<file path="config.mk">
export PLATFORM = sky130hd
export DESIGN_NAME = div_unit_flat
export DESIGN_NICKNAME = d
export VERILOG_FILES = /design/src/rtl/div_unit_pkg.sv /design/src/rtl/div_unit_if.sv /design/src/rtl/div_unit_step.sv /design/src/rtl/div_unit.sv /design/src/flat_wrapper.sv
export SDC_FILE = /design/constraint.sdc
export NUM_CORES = 1
export LEC_CHECK = 0
export ABC_AREA = 1
export CAP_MARGIN = 20
export CORE_MARGIN = 1
export CORE_UTILIZATION = 35
export DETAILED_ROUTE_END_ITERATION = 8
export MAX_ROUTING_LAYER = met4
export PLACE_DENSITY = 0.62
export REMOVE_ABC_BUFFERS = 1
export SLEW_MARGIN = 30
export SYNTH_ARGS = -nofsm -noshare
export SYNTH_HDL_FRONTEND = slang
export SYNTH_SLANG_ARGS = --single-unit
</file>
<file path="constraint.sdc">
create_clock -name clk -period 3.85 [get_ports clk]
set_clock_uncertainty 0.1 [all_clocks]
set_input_delay 0.385 -clock clk [delete_from_list [all_inputs] [get_ports clk]]
set_output_delay 0.385 -clock clk [all_outputs]
set_load 0.005 [all_outputs]
</file>
<file path="src/rtl/div_unit_pkg.sv">
// div_unit shared definitions: FSM states and the divide-by-zero quotient.
// Optional early-out path: DIV_EARLY_OUT_EN.
package div_unit_pkg;

  typedef enum logic [2:0] {
    S_IDLE,
    S_PREP,
    S_CALC,
    S_FIX,
    S_DONE
  } state_t;

  localparam logic [63:0] DIV0_QUOT = '1;

endpackage

</file>
<file path="src/rtl/div_unit_if.sv">
// div_unit request/result bundle between the EXE stage and the divider.
// master = EXE stage, slave = divider.
interface div_unit_if #(
  parameter int BUS = 32
);

  logic           div_valid_i;
  logic           div_ready_o;
  logic           div_signed_i;
  logic [BUS-1:0] dividend_i;
  logic [BUS-1:0] divisor_i;
  logic           res_valid_o;
  logic           res_ready_i;
  logic [BUS-1:0] quot_o;
  logic [BUS-1:0] rem_o;
  logic           div0_o;

  modport master (
    output div_valid_i, div_signed_i,
    output dividend_i, divisor_i,
    output res_ready_i,
    input  div_ready_o, res_valid_o,
    input  quot_o, rem_o, div0_o
  );

  modport slave (
    input  div_valid_i, div_signed_i,
    input  dividend_i, divisor_i,
    input  res_ready_i,
    output div_ready_o, res_valid_o,
    output quot_o, rem_o, div0_o
  );

endinterface

</file>
<file path="src/rtl/div_unit_step.sv">
// div_unit single restoring-division step (combinational).
// Shifts {rem,quot} left by one and trial-subtracts the divisor.
module div_unit_step #(
  parameter int BUS = 32
) (
  input  logic [BUS-1:0] rem_i,
  input  logic [BUS-1:0] quot_i,
  input  logic [BUS-1:0] dmag_i,
  output logic [BUS-1:0] rem_o,
  output logic [BUS-1:0] quot_o
);

  logic [BUS:0] sh;
  logic [BUS:0] trial;
  logic         borrow;

  // trial subtract on BUS+1 bits; msb set means borrow
  always_comb begin
    sh     = {rem_i, quot_i[BUS-1]};
    trial  = sh - {1'b0, dmag_i};
    borrow = trial[BUS];
    rem_o  = borrow ? sh[BUS-1:0] : trial[BUS-1:0];
    quot_o = {quot_i[BUS-2:0], ~borrow};
  end

endmodule

</file>
<file path="src/rtl/div_unit.sv">
// div_unit: multi-cycle restoring divider for MIPS DIV/DIVU.
// DIV_EARLY_OUT_EN skips CALC when |dividend| < |divisor| or divisor==0.
module div_unit
  import div_unit_pkg::*;
#(
  parameter int BUS   = 32,
  parameter int CNT_W = 6
) (
  input logic     clk,
  input logic     rst_n,
  input logic     flush_i,
  div_unit_if.slave bus
);

  state_t         state;
  state_t         state_n;
  logic [CNT_W-1:0] cnt;
  logic           sgn;
  logic           sign_q;
  logic           sign_r;
  logic           div0;
  logic [BUS-1:0] dvd;
  logic [BUS-1:0] dvs;
  logic [BUS-1:0] dmag;
  logic [BUS-1:0] rem;
  logic [BUS-1:0] quot;
  logic [BUS-1:0] rem_nx;
  logic [BUS-1:0] quot_nx;
  logic [BUS-1:0] a_mag;
  logic [BUS-1:0] b_mag;
  logic           take;
  logic           early;

  assign take = bus.div_valid_i & bus.div_ready_o & ~flush_i;

  // operand magnitudes from the latched raw operands
  always_comb begin
    a_mag = (sgn & dvd[BUS-1]) ? -dvd : dvd;
    b_mag = (sgn & dvs[BUS-1]) ? -dvs : dvs;
  end

`ifdef DIV_EARLY_OUT_EN
  assign early = (dvs == '0) | (a_mag < b_mag);
`else
  assign early = 1'b0;
`endif

  div_unit_step #(.BUS(BUS)) u_step (
    .rem_i  (rem),
    .quot_i (quot),
    .dmag_i (dmag),
    .rem_o  (rem_nx),
    .quot_o (quot_nx)
  );

  // state register
  always_ff @(posedge clk or negedge rst_n) begin
    if (!rst_n) state <= S_IDLE;
    else        state <= state_n;
  end

  // next-state logic; flush wins everywhere
  always_comb begin
    state_n = state;
    if (flush_i) begin
      state_n = S_IDLE;
    end else begin
      unique case (state)
        S_IDLE: if (take) state_n = S_PREP;
        S_PREP: state_n = early ? S_FIX : S_CALC;
        S_CALC: if (cnt == CNT_W'(1)) state_n = S_FIX;
        S_FIX:  state_n = S_DONE;
        S_DONE: if (bus.res_ready_i) state_n = S_IDLE;
        default: state_n = S_IDLE;
      endcase
    end
  end

  // handshake and result outputs
  always_comb begin
    bus.div_ready_o = (state == S_IDLE);
    bus.res_valid_o = (state == S_DONE);
    bus.quot_o      = quot;
    bus.rem_o       = rem;
    bus.div0_o      = div0;
  end

  // operand latch, iteration and sign fix-up datapath
  always_ff @(posedge clk or negedge rst_n) begin
    if (!rst_n) begin
      cnt    <= '0;
      sgn    <= 1'b0;
      sign_q <= 1'b0;
      sign_r <= 1'b0;
      div0   <= 1'b0;
      dvd    <= '0;
      dvs    <= '0;
      dmag   <= '0;
      rem    <= '0;
      quot   <= '0;
    end else begin
      case (state)
        S_IDLE: begin
          if (take) begin
            sgn  <= bus.div_signed_i;
            dvd  <= bus.dividend_i;
            dvs  <= bus.divisor_i;
            div0 <= 1'b0;
          end
        end
        S_PREP: begin
          dmag   <= b_mag;
          sign_q <= sgn & (dvd[BUS-1] ^ dvs[BUS-1]);
          sign_r <= sgn & dvd[BUS-1];
          cnt    <= CNT_W'(BUS);
          if (early) begin
            quot <= '0;
            rem  <= a_mag;
          end else begin
            quot <= a_mag;
            rem  <= '0;
          end
        end
        S_CALC: begin
          rem  <= rem_nx;
          quot <= quot_nx;
          cnt  <= cnt - CNT_W'(1);
        end
        S_FIX: begin
          if (dvs == '0) begin
            quot <= DIV0_QUOT[BUS-1:0];
            rem  <= dvd;
            div0 <= 1'b1;
          end else begin
            quot <= sign_q ? -quot : quot;
            rem  <= sign_r ? -rem : rem;
          end
        end
        default: ;
      endcase
    end
  end

endmodule
</file>
<file path="src/flat_wrapper.sv">
// flat-port wrapper written by rule: the top's interface ports become plain ports
module div_unit_flat import div_unit_pkg::*;
#(
  parameter int BUS   = 32,
  parameter int CNT_W = 6
)
  (clk, rst_n, flush_i, bus_div_valid_i, bus_div_signed_i, bus_dividend_i, bus_divisor_i, bus_res_ready_i, bus_div_ready_o, bus_res_valid_o, bus_quot_o, bus_rem_o, bus_div0_o);
  div_unit_if #(.BUS(BUS)) bus_i ();
  input logic clk;
  input logic rst_n;
  input logic flush_i;
  input wire logic [$bits(bus_i.div_valid_i)-1:0] bus_div_valid_i;
  input wire logic [$bits(bus_i.div_signed_i)-1:0] bus_div_signed_i;
  input wire logic [$bits(bus_i.dividend_i)-1:0] bus_dividend_i;
  input wire logic [$bits(bus_i.divisor_i)-1:0] bus_divisor_i;
  input wire logic [$bits(bus_i.res_ready_i)-1:0] bus_res_ready_i;
  output wire logic [$bits(bus_i.div_ready_o)-1:0] bus_div_ready_o;
  output wire logic [$bits(bus_i.res_valid_o)-1:0] bus_res_valid_o;
  output wire logic [$bits(bus_i.quot_o)-1:0] bus_quot_o;
  output wire logic [$bits(bus_i.rem_o)-1:0] bus_rem_o;
  output wire logic [$bits(bus_i.div0_o)-1:0] bus_div0_o;
  assign bus_i.div_valid_i = bus_div_valid_i;
  assign bus_i.div_signed_i = bus_div_signed_i;
  assign bus_i.dividend_i = bus_dividend_i;
  assign bus_i.divisor_i = bus_divisor_i;
  assign bus_i.res_ready_i = bus_res_ready_i;
  assign bus_div_ready_o = bus_i.div_ready_o;
  assign bus_res_valid_o = bus_i.res_valid_o;
  assign bus_quot_o = bus_i.quot_o;
  assign bus_rem_o = bus_i.rem_o;
  assign bus_div0_o = bus_i.div0_o;
  div_unit #(.BUS(BUS), .CNT_W(CNT_W)) u_core (.clk(clk), .rst_n(rst_n), .flush_i(flush_i), .bus(bus_i));
endmodule
</file>
==> results of run 1 <==
-- logic make-up after synthesis --
| group | count (synthesis) |
|---|---|
| AND/OR/NAND/NOR | 1252 |
| AO/OA/AOI/OAI | 326 |
| flip-flops | 173 |
| XOR/XNOR | 65 |
| adder cells (fa/ha/maj) | 39 |
| buffers and inverters | 406 |
-- routing by layer --
| metal | routed length [µm] | up-vias | GRT usage [%] |
|---|---|---|---|
| met5 | 0 | - | - |
| met3 | 3270 | 45 | 4.36 |
| met4 | 914 | 0 | 7.46 |
| li1 | - | 7427 | - |
| met1 | 25100 | 6988 | 36.3 |
| met2 | 22600 | 414 | 38.9 |
-- registers in the layout, indices dropped and copies added (netlist names) --
name,flops
u_core.bus.quot_o,32
u_core.sgn,1
u_core.bus.div0_o,1
u_core.sign_q,1
u_core.dvs,32
u_core.state,3
u_core.cnt,6
u_core.sign_r,1
u_core.dmag,32
u_core.bus.rem_o,32
u_core.dvd,32
-- worst max-delay path, stage by stage, from the launching register on --
cell     delay, ps
dfrtp_1        390
inv_1          150
ha_1           260
fa_1           400
inv_1           90
nand2_1         50
nand2_1         70
nand3_1         80
nand2_2        140
nand2_1         80
nand2_2        100
nand2_4         70
nand2_2         80
nand2_2         70
nand2_4        430
nand2_4        150
nand2_1        100
nand2_1         60
a21oi_2        110
-- cells in the final DEF, fill, tap and decap left out, drive strengths merged, types with 5 or more instances in the layout --
cell type / Yosys / routed
buf: 37 / 25
xor2: 52 / 52
a21oi: 99 / 99
nand4: 47 / 47
o21bai: 5 / 5
o21ai: 177 / 177
nor2: 259 / 259
dfrtp: 173 / 173
ha: 38 / 38
clkdlybuf4s50: 0 / 135
o211ai: 12 / 12
a22oi: 5 / 5
a31oi: 15 / 15
bufinv: 0 / 5
inv: 336 / 339
nand3b: 5 / 5
nor3: 28 / 28
nand2: 699 / 699
clkbuf: 32 / 19
xnor2: 13 / 13
nand3: 207 / 207
-- power groups by stage --
stage	registers, mW	logic (mW)	clock network (mW)
3_5_place_dp	3.69	10.2	0
6_report	3.65	10.3	2.04
5_1_grt	3.78	11.7	2.15
3_3_place_gp	3.69	10.1	0
2_1_floorplan	3.33	7.17	0
4_1_cts	3.66	10.3	2.08
-- final cells by class --
class                   instances  area, µm²  share of cell area [%]
clock buffers                  19        453                    2.66
flip-flops and latches        173       4330                    25.5
repair buffers                161       1570                    9.21
multi-input cells            1682       8510                    50.1
clock inverters                13        209                    1.23
inverters                     337       1260                    7.44
well taps                     532        666                    3.92
-- through the flow --
stage	power, mW	hold WS (ps)	TNS, ps	setup WS, ps
4_1_cts	16.0	331	0	790
3_3_place_gp	13.8	278	0	918
5_1_grt	17.6	359	0	532
3_5_place_dp	13.9	291	0	821
6_report	16.0	327	0	756
2_1_floorplan	10.5	-10.6	-189380	-3770
-- path summary, 6_finish.rpt --
path | from | slack (ps) | end
hold reg to reg | u_core.dmag[30]$_DFFE_PN0P_ | 380 | u_core.dmag[30]$_DFFE_PN0P_
hold / removal | rst_n | 330 | u_core.dvs[6]$_DFFE_PN0P_
setup / recovery | u_core.bus.quot_o[31]$_DFFE_PN0P_ | 760 | u_core.bus.rem_o[29]$_DFFE_PN0P_
max in group asynchronous | rst_n | 2350 | u_core.dvs[26]$_DFFE_PN0P_
setup reg to reg | u_core.bus.quot_o[31]$_DFFE_PN0P_ | 760 | u_core.bus.rem_o[29]$_DFFE_PN0P_
min in group clk | bus_divisor_i[8] | 350 | u_core.dvs[8]$_DFFE_PN0P_
-- repair_timing --
| action | in CTS | in global routing |
|---|---|---|
| hold buffers | 1 | 0 |
| endpoints found under the setup margin | 0 | 0 |
| hold endpoints to repair | 50 | 0 |
| resized for setup | 0 | 0 |
==> results.md, run 1 <==
* Status: completed
* CTS tree: yes
* Total CTS buffers at 17
* Fin. max-slew vios at 0
* Final-report hold violation count at 0
* Required time of the critical path at 4150 ps
* Total inserted antenna cells at 0
* Post-synthesis xor/xnor area fraction at 3.94%
* Ys Warns at 0
* Maxcap violations at 0
* Layout Utilization at 41.6%
* DR vias at 14874
* RSZ-0062 raised after global routing: false
* Compound-Gate Fraction of Synth Area at 13.0%
* Sequential area share after synthesis at 29.9%
* First-pass GRT wire length at 81.1 mm
* Initial antenna violation count at 0
* Core Area at 0.0408 mm²
* Startpoint types: register
* Dominant synthesized flop cell: dfrtp_1
* Fin crit share at 80.4%
* Reg power frac at 22.8%
* Tmin final at 3090 ps
* Clock Latency Late Sink at 480 ps
* Final WL at 51.9 mm
* Top cell type's share of synthesized area at 29.9%
* Post-synthesis mux area share at 0%
* Worst slew margin at 40.1%
* Synth unique cells at 50
* Die outline width at 205 µm
* Via density at 5.10
* Drt drc at 0
* Post-DP Area at 0.0163 mm²
* GRT Util Overall at 26.1%
* Layout cells sized above 1 at 9.01%
* LEAKAGE at 8.15 nW
* NetSw at 8.57 mW
* Worst-margin pin slew at 896 ps
* Initial Util at 35.4%
* Max FO, Critical Path at 33
* VDD IR max at 439 µV
* Post-route ant nets at 0
* Nets at 2481
* Worst setup EP type: register
* Adder-Cell Fraction of Synth Area at 3.43%
* Logic pwr share at 64.5%
* PwrDens at 943 mW/mm²
* Peak Freq at 0.323 GHz
* GRT Residual Overflow at 0
* DR pass1 iterations at 7
* Clock share of power at 12.7%
* Asr flop ratio synth at 100%
* Final std cells w/o fill at 2917
* Final setup violation count at 0
* Sink Count at 173
* Root Buffer: clkbuf_16
* Placed cells at 2884
* Internal cell power at 7.46 mW
* Routed length per instance at 17.8 µm
* Post-Syn Area at 0.0145 mm²
* Vias in the first global route at 14326
* Syn_area_per_cell at 6.40 µm²
* Number of fill cells at 4371
* Synth top area cells: dfrtp_1 30%, nand2_1 17%, inv_1 8.4%
* Hpwl dp at 40.3 mm
* Hold/Removal Path Class: input pin to async pin
* IO Pins at 137
* Switching Fraction at 53.4%
* Port bufs at 136
* Cell depth of the worst flop-to-flop path at 18
* Die area at 0.0422 mm²
* Design area at 0.0170 mm²
* Critical path class: register to register
* H-tree Lvls at 4
* Max Root-Sink Buffers at 2
* Critical Path AT at 3390 ps
* Worst-path clk slew at 70 ps
* Synth top cells by count: 658 x nand2_1, 322 x inv_1, 237 x nor2_1
* DR iter-0 viols at 1369
* Gate Count Post-Synth at 2261
* Post-CTS Repair Setup Buffers at 0
* Post-Synth Simple-Gate Area at 38.4%
* Die Height at 205 µm
* Flops & latches, synth at 173
* Most frequent cell after synthesis: nand2_1
* Pin count of the biggest net entering global routing at 81
* Area leader, netlist: dfrtp_1
* Final Wtd Congestion at 0.999
* Row cnt at 74
* Layout area overhead at 17.5%
* Largest family of logic cells by synthesized area: simple AND/OR/NAND/NOR gates
* EDFF count, synth at 0
No activity file was read; power rests on OpenSTA's default activity.
==> run 2: changes to the inputs <==
clock period = 2.9 ns   (was 3.85 ns; I/O delays follow)
==> run 2 against run 1 <==
  * First-iteration DRC count rose by 10%
  * Final cell count is 1.6% higher
  * Register-to-register slack got worse by 550 ps
  * Cell area grew 2.0%
  * Routed wire length down 0.58%
  * Utilization grew 0.85 points
  * Sequential power is 24% higher
  * Critical path type unchanged
  * Sequential share of layout area decreased by 0.51 points
  * Non-clock buffer count increased by 48
==> results.md, run 2 (synthesis gave the netlist of run 1 again) <==
* Status: completed
* Sink Count at 173
* Startpoint types: register
* Critical path class: register to register
* Most common cell after layout, fill and taps aside: nand2_1
* Hpwl dp at 40.7 mm
* Layout Utilization at 42.5%
* GRT Util Overall at 25.7%
* Hold/Removal Path Class: input pin to register
* CP dominant cell by count: nand2_1
* Peak Freq at 0.371 GHz
* Clock Latency Late Sink at 470 ps
* CP Cell Sequence: inv_1, ha_1, fa_1, inv_1, nand2_1, nand2_1, nand3_1, nand2_2, nand2_1, nand2_2, nand2_4, nand2_2, nand2_2, nand2_8, nand2_4, nand2_1, nand2_1, a21oi_2
* Via density at 5.14
* Nets at 2529
* Worst-margin pin slew at 856 ps
* CP delay by family, top: simple AND/OR/NAND/NOR gates
* Metal3 WL at 3.34 mm
* Met2 Wirelength at 23.3 mm
* Hold Crit Start: bus_divisor_i[24]
* Worst setup EP type: register
* VDD IR max at 536 µV
* First-pass GRT wire length at 80.3 mm
* Max Used Layer: met4
* Final WL at 51.6 mm
* Design area at 0.0173 mm²
* Die Height at 205 µm
* PwrDens at 1240 mW/mm²
* CTS tree: yes
* DR pass1 iterations at 5
* RSZ-0062 raised after global routing: true
* Hold path cells at 3
* LEAKAGE at 8.36 nW
* Total CTS buffers at 17
* Vias in the first global route at 14440
* Required time of the critical path at 3200 ps
* Hold path endpoint: u_core.dvs[24]$_DFFE_PN0P_
* Slowest stage cell, crit path: fa_1
* Post-CTS Repair Setup Buffers at 0
* Max FO, Critical Path at 14
* Critical Path AT at 2990 ps
* Total inserted antenna cells at 0
* Met1 Wirelength at 24.0 mm
* Post-DP Area at 0.0168 mm²
* Maxcap violations at 0
* Most frequent cells in the layout: 658 x nand2_1, 322 x inv_1, 237 x nor2_1
* CP startpoint: u_core.bus.quot_o[31]$_DFFE_PN0P_
* Final setup violation count at 0
* Tmin final at 2690 ps
* Row cnt at 74
* R2R setup slack at 210 ps
* Layout cells sized above 1 at 10.8%
* DR iter-0 viols at 1509
* Port bufs at 136
* H-tree Lvls at 4
* Die area at 0.0422 mm²
* FF-to-FF End: u_core.bus.rem_o[29]$_DFFE_PN0P_
* Final Wtd Congestion at 1.00
* Fin. max-slew vios at 0
* Worst slew margin at 42.9%
* Final-report hold violation count at 0
* Root Buffer: clkbuf_16
* Pin count of the biggest net entering global routing at 65
* GRT Residual Overflow at 0
* Post-route ant nets at 0
* Buf+Inv Stages, Crit Path at 2
* Core Area at 0.0408 mm²
* Die outline width at 205 µm
* CP peak stage delay at 410 ps
* Number of fill cells at 4335
* Drt drc at 0
* Initial antenna violation count at 0
* DR vias at 15242
* Routed length per instance at 17.4 µm
* Max Root-Sink Buffers at 2
* IO Pins at 137
* Fin crit share at 92.9%
* Initial Util at 35.4%
* Worst-path clk slew at 70 ps
* Cell depth of the worst flop-to-flop path at 18
* Worst R2R Start: u_core.bus.quot_o[31]$_DFFE_PN0P_
* Layout area overhead at 19.9%
-- run 2: worst max-delay path by stage --
stage | to | slack, ps | cells after the start
after floorplan | u_core.bus.div0_o$_DFFE_PN0P_ | -4720 | 8
after global placement | u_core.bus.rem_o[29]$_DFFE_PN0P_ | 230 | 18
after detailed placement | u_core.bus.rem_o[29]$_DFFE_PN0P_ | 200 | 18
after CTS | u_core.bus.rem_o[29]$_DFFE_PN0P_ | 170 | 18
after global routing | u_core.bus.rem_o[29]$_DFFE_PN0P_ | -5 | 18
final | u_core.bus.rem_o[29]$_DFFE_PN0P_ | 210 | 18
-- run 2: stage by stage --
stage	power [mW]	hold WS, ps	TNS [ps]	cells	worst slack (ps)
2_1_floorplan	13.9	-106	-259500	2192	-4720
3_3_place_gp	18.8	255	0	2932	230
3_5_place_dp	19.0	261	0	2932	200
4_1_cts	21.4	243	0	2965	171
5_1_grt	23.5	266	-6.97	2965	-5.18
6_report	21.5	260	0	2965	206
-- run 2: repair_timing --
action,in CTS,in global routing
hold endpoints to repair,58,0
hold buffers,1,0
gates resized for setup,0,2
setup endpoints to repair,0,19
-- run 2: power by group --
| group | internal (mW) | switching [mW] | leakage (nW) |
|---|---|---|---|
| clock network | 1.23 | 1.12 | 0.270 |
| registers | 3.45 | 1.08 | 2.13 |
| logic | 5.36 | 9.29 | 5.96 |
| total | 10.0 | 11.5 | 8.36 |
-- run 2: layout make-up --
type                       instances  area [µm²]  share of cell area, %
multi-input combinational       1682        8530                   49.2
sequential                       173        4330                   25.0
tap                              532         666                   3.84
inverter                         337        1260                   7.29
timing repair buffer             209        1990                   11.5
clock inverter                    12         110                  0.635
clock buffer                      20         457                   2.63
-- run 2: layer usage --
metal  GRT usage (%)  vias to the layer above
met4            7.17                        0
met5               -                        -
met2            39.2                      491
met3            3.80                       49
met1            35.3                     7170
li1                -                     7532
-- run 2: tightest hold or removal path, cell delays in order --
cell and delay (ps):
clkdlybuf4s50_1 390, nand2_1 60, nand2_1 40
==> run 3: changes to the inputs <==
ABC_AREA = not set   (was 1)
PLACE_DENSITY = 0.63   (was 0.62)
SLEW_MARGIN = not set   (was 30)
==> run 3 against run 2 <==
  * The run now ends with setup timing left
  * Non-clock buffer count is 264 higher
  * Critical path depth down 8
  * Fmax is 14% lower
  * Sequential share of layout area down 1.2 points
  * Power shrank 9.6%
  * Global-route usage shrank 0.93 points
  * Largest cell class unchanged
==> results.md, run 3 <==
* Synth top area cells: dfrtp_1 36%, mux2_2 6.4%, o21ai_0 5.8%
* Most common cell after layout, fill and taps aside: buf_4
* Post-synthesis mux area share at 8.38%
* Synth unique cells at 66
* Final WL at 43.5 mm
* Port bufs at 136
* Via density at 5.48
* Adder-Cell Fraction of Synth Area at 4.12%
* Row cnt at 67
* DR pass1 iterations at 5
* Peak Freq at 0.321 GHz
* Fin crit share at 107%
* Syn_area_per_cell at 8.41 µm²
* Final Wtd Congestion at 0.924
* Final Worst Setup Slack at -216 ps
* Post-route ant nets at 0
* VDD IR max at 596 µV
* Sequential area share after synthesis at 36.0%
* Critical Path AT at 3350 ps
* Final-report hold violation count at 0
* Drt drc at 0
* Critical path class: register to register
* Hold WS at 279 ps
* Required time of the critical path at 3130 ps
* Final setup violation count at 37
* PwrDens at 1070 mW/mm²
* Post-Syn Area at 0.0120 mm²
* Tmin final at 3120 ps
* Die area at 0.0351 mm²
* Ys Warns at 0
* Worst-path clk slew at 70 ps
* Worst-margin pin slew at 1040 ps
* Die Height at 187 µm
* Initial Util at 35.7%
* Sink Count at 173
* Compound-Gate Fraction of Synth Area at 21.4%
* Vias in the first global route at 12199
* Top cell type's share of synthesized area at 36.0%
* Pin count of the biggest net entering global routing at 62
* DR iter-0 viols at 1008
* Routed length per instance at 18.9 µm
* Worst setup EP type: register
* Flops & latches, synth at 173
* Area leader, netlist: dfrtp_1
* Maxcap violations at 0
* Max Root-Sink Buffers at 2
* Clock Latency Late Sink at 460 ps
* Die outline width at 187 µm
* DR vias at 12637
* EDFF count, synth at 0
* Layout area overhead at 51.5%
* First-pass GRT wire length at 66.6 mm
* Dominant synthesized flop cell: dfrtp_1
* Initial antenna violation count at 0
* Hold/Removal Path Class: input pin to async pin
* Worst slew margin at 30.2%
* LEAKAGE at 7.78 nW
* Gate Count Post-Synth at 1429
* Layout cells sized above 1 at 31.4%
* Status: complete, but fails checks
* Synth top cells by count: 173 x dfrtp_1, 139 x o21ai_0, 130 x nor2_1
* Total inserted antenna cells at 0
* GRT Residual Overflow at 0
* Design area at 0.0182 mm²
* Failing checks: setup timing
* RSZ-0062 raised after global routing: true
* IO Pins at 137
* Post-Synth Simple-Gate Area at 18.6%
* Post-DP Area at 0.0158 mm²
* Hpwl dp at 30.7 mm
* Post-synthesis xor/xnor area fraction at 7.07%
* Max FO, Critical Path at 4
* Post-Route Setup TNS at -3050 ps
* Root Buffer: clkbuf_16
* Largest family of logic cells by synthesized area: compound AO/OA/AOI/OAI gates
* H-tree Lvls at 4
* Total CTS buffers at 17
* Asr flop ratio synth at 100%
* GRT Util Overall at 24.8%
* Fin. max-slew vios at 0
* R2R setup slack at -220 ps
* CTS tree: yes
* Most frequent cell after synthesis: dfrtp_1
* Startpoint types: register
* Nets at 1953
* Core Area at 0.0336 mm²
* Most frequent cells in the layout: 272 x buf_4, 173 x dfrtp_1, 135 x clkdlybuf4s50_1
## run 3: final cells by class
cell class	instances	area [µm²]
inverters	63	236
repair buffers	473	4400
clock inverters	13	153
well taps	448	561
flip-flops and latches	173	4330
multi-input cells	1116	8090
fillers	3015	15400
clock buffers	19	433
## run 3: critical path, stage by stage, from the launching register on
cell and delay [ps]:
dfrtp_1 400, or3_4 380, or4b_4 500, or3_4 380
nand2b_1 190, or3_4 360, buf_4 150, nor3b_1 120
a21oi_1 140, a2bb2oi_2 190, o21ai_1 90
## run 3: worst paths after layout
path / startpoint / endpoint / cells after the start
worst max-delay path: u_core.bus.rem_o[1]$_DFFE_PN0P_ / u_core.bus.rem_o[21]$_DFFE_PN0P_ / 10
worst min-delay path: rst_n / u_core.bus.rem_o[5]$_DFFE_PN0P_ / 2
worst max register to register: u_core.bus.rem_o[1]$_DFFE_PN0P_ / u_core.bus.rem_o[21]$_DFFE_PN0P_ / 10
worst min register to register: u_core.cnt[5]$_DFFE_PN0N_ / u_core.cnt[5]$_DFFE_PN0N_ / 1
max in group asynchronous: rst_n / u_core.bus.rem_o[4]$_DFFE_PN0P_ / 3
min in group clk: bus_dividend_i[7] / u_core.dvd[7]$_DFFE_PN0P_ / 2
## run 3: routing by layer
metal / vias to the layer above / wire length (µm) / track usage (%)
met3: 82 / 2340 / 3.17
met4: 0 / 1250 / 7.63
met5: - / 0 / -
li1: 6017 / - / -
met1: 6049 / 19200 / 32.0
met2: 489 / 20600 / 40.3
## run 3: metrics by stage
step	total power [mW]	std cells	util (%)	worst slack (ps)
5_1_grt	20.8	2305	54.1	-322
2_1_floorplan	10.4	1352	-	-3530
3_5_place_dp	14.9	2210	47.1	-561
4_1_cts	18.5	2282	51.6	-201
3_3_place_gp	14.7	2210	47.1	-454
6_report	19.5	2305	54.1	-216
## run 3: logic make-up after synthesis
group / after synthesis
mux: 92
xor+xnor: 97
compound gates: 424
simple gates: 464
flops: 173
fa+ha+maj: 39
buf+inv: 140
## run 3: what timing repair did
action                                  CTS  global route
hold buffers                              1             0
endpoints found under the setup margin   65            64
endpoints found under the hold margin    56             0
pin swaps                                65            67
gates resized for setup                 139           125
setup buffers                            34            18
cloned                                    7             8
## run 3: report_power, final
part	internal (mW)	leakage [nW]	switching, mW
sequential	3.26	2.12	0.991
combinational	6.68	5.39	6.11
clock	1.29	0.276	1.12
total	11.2	7.78	8.23
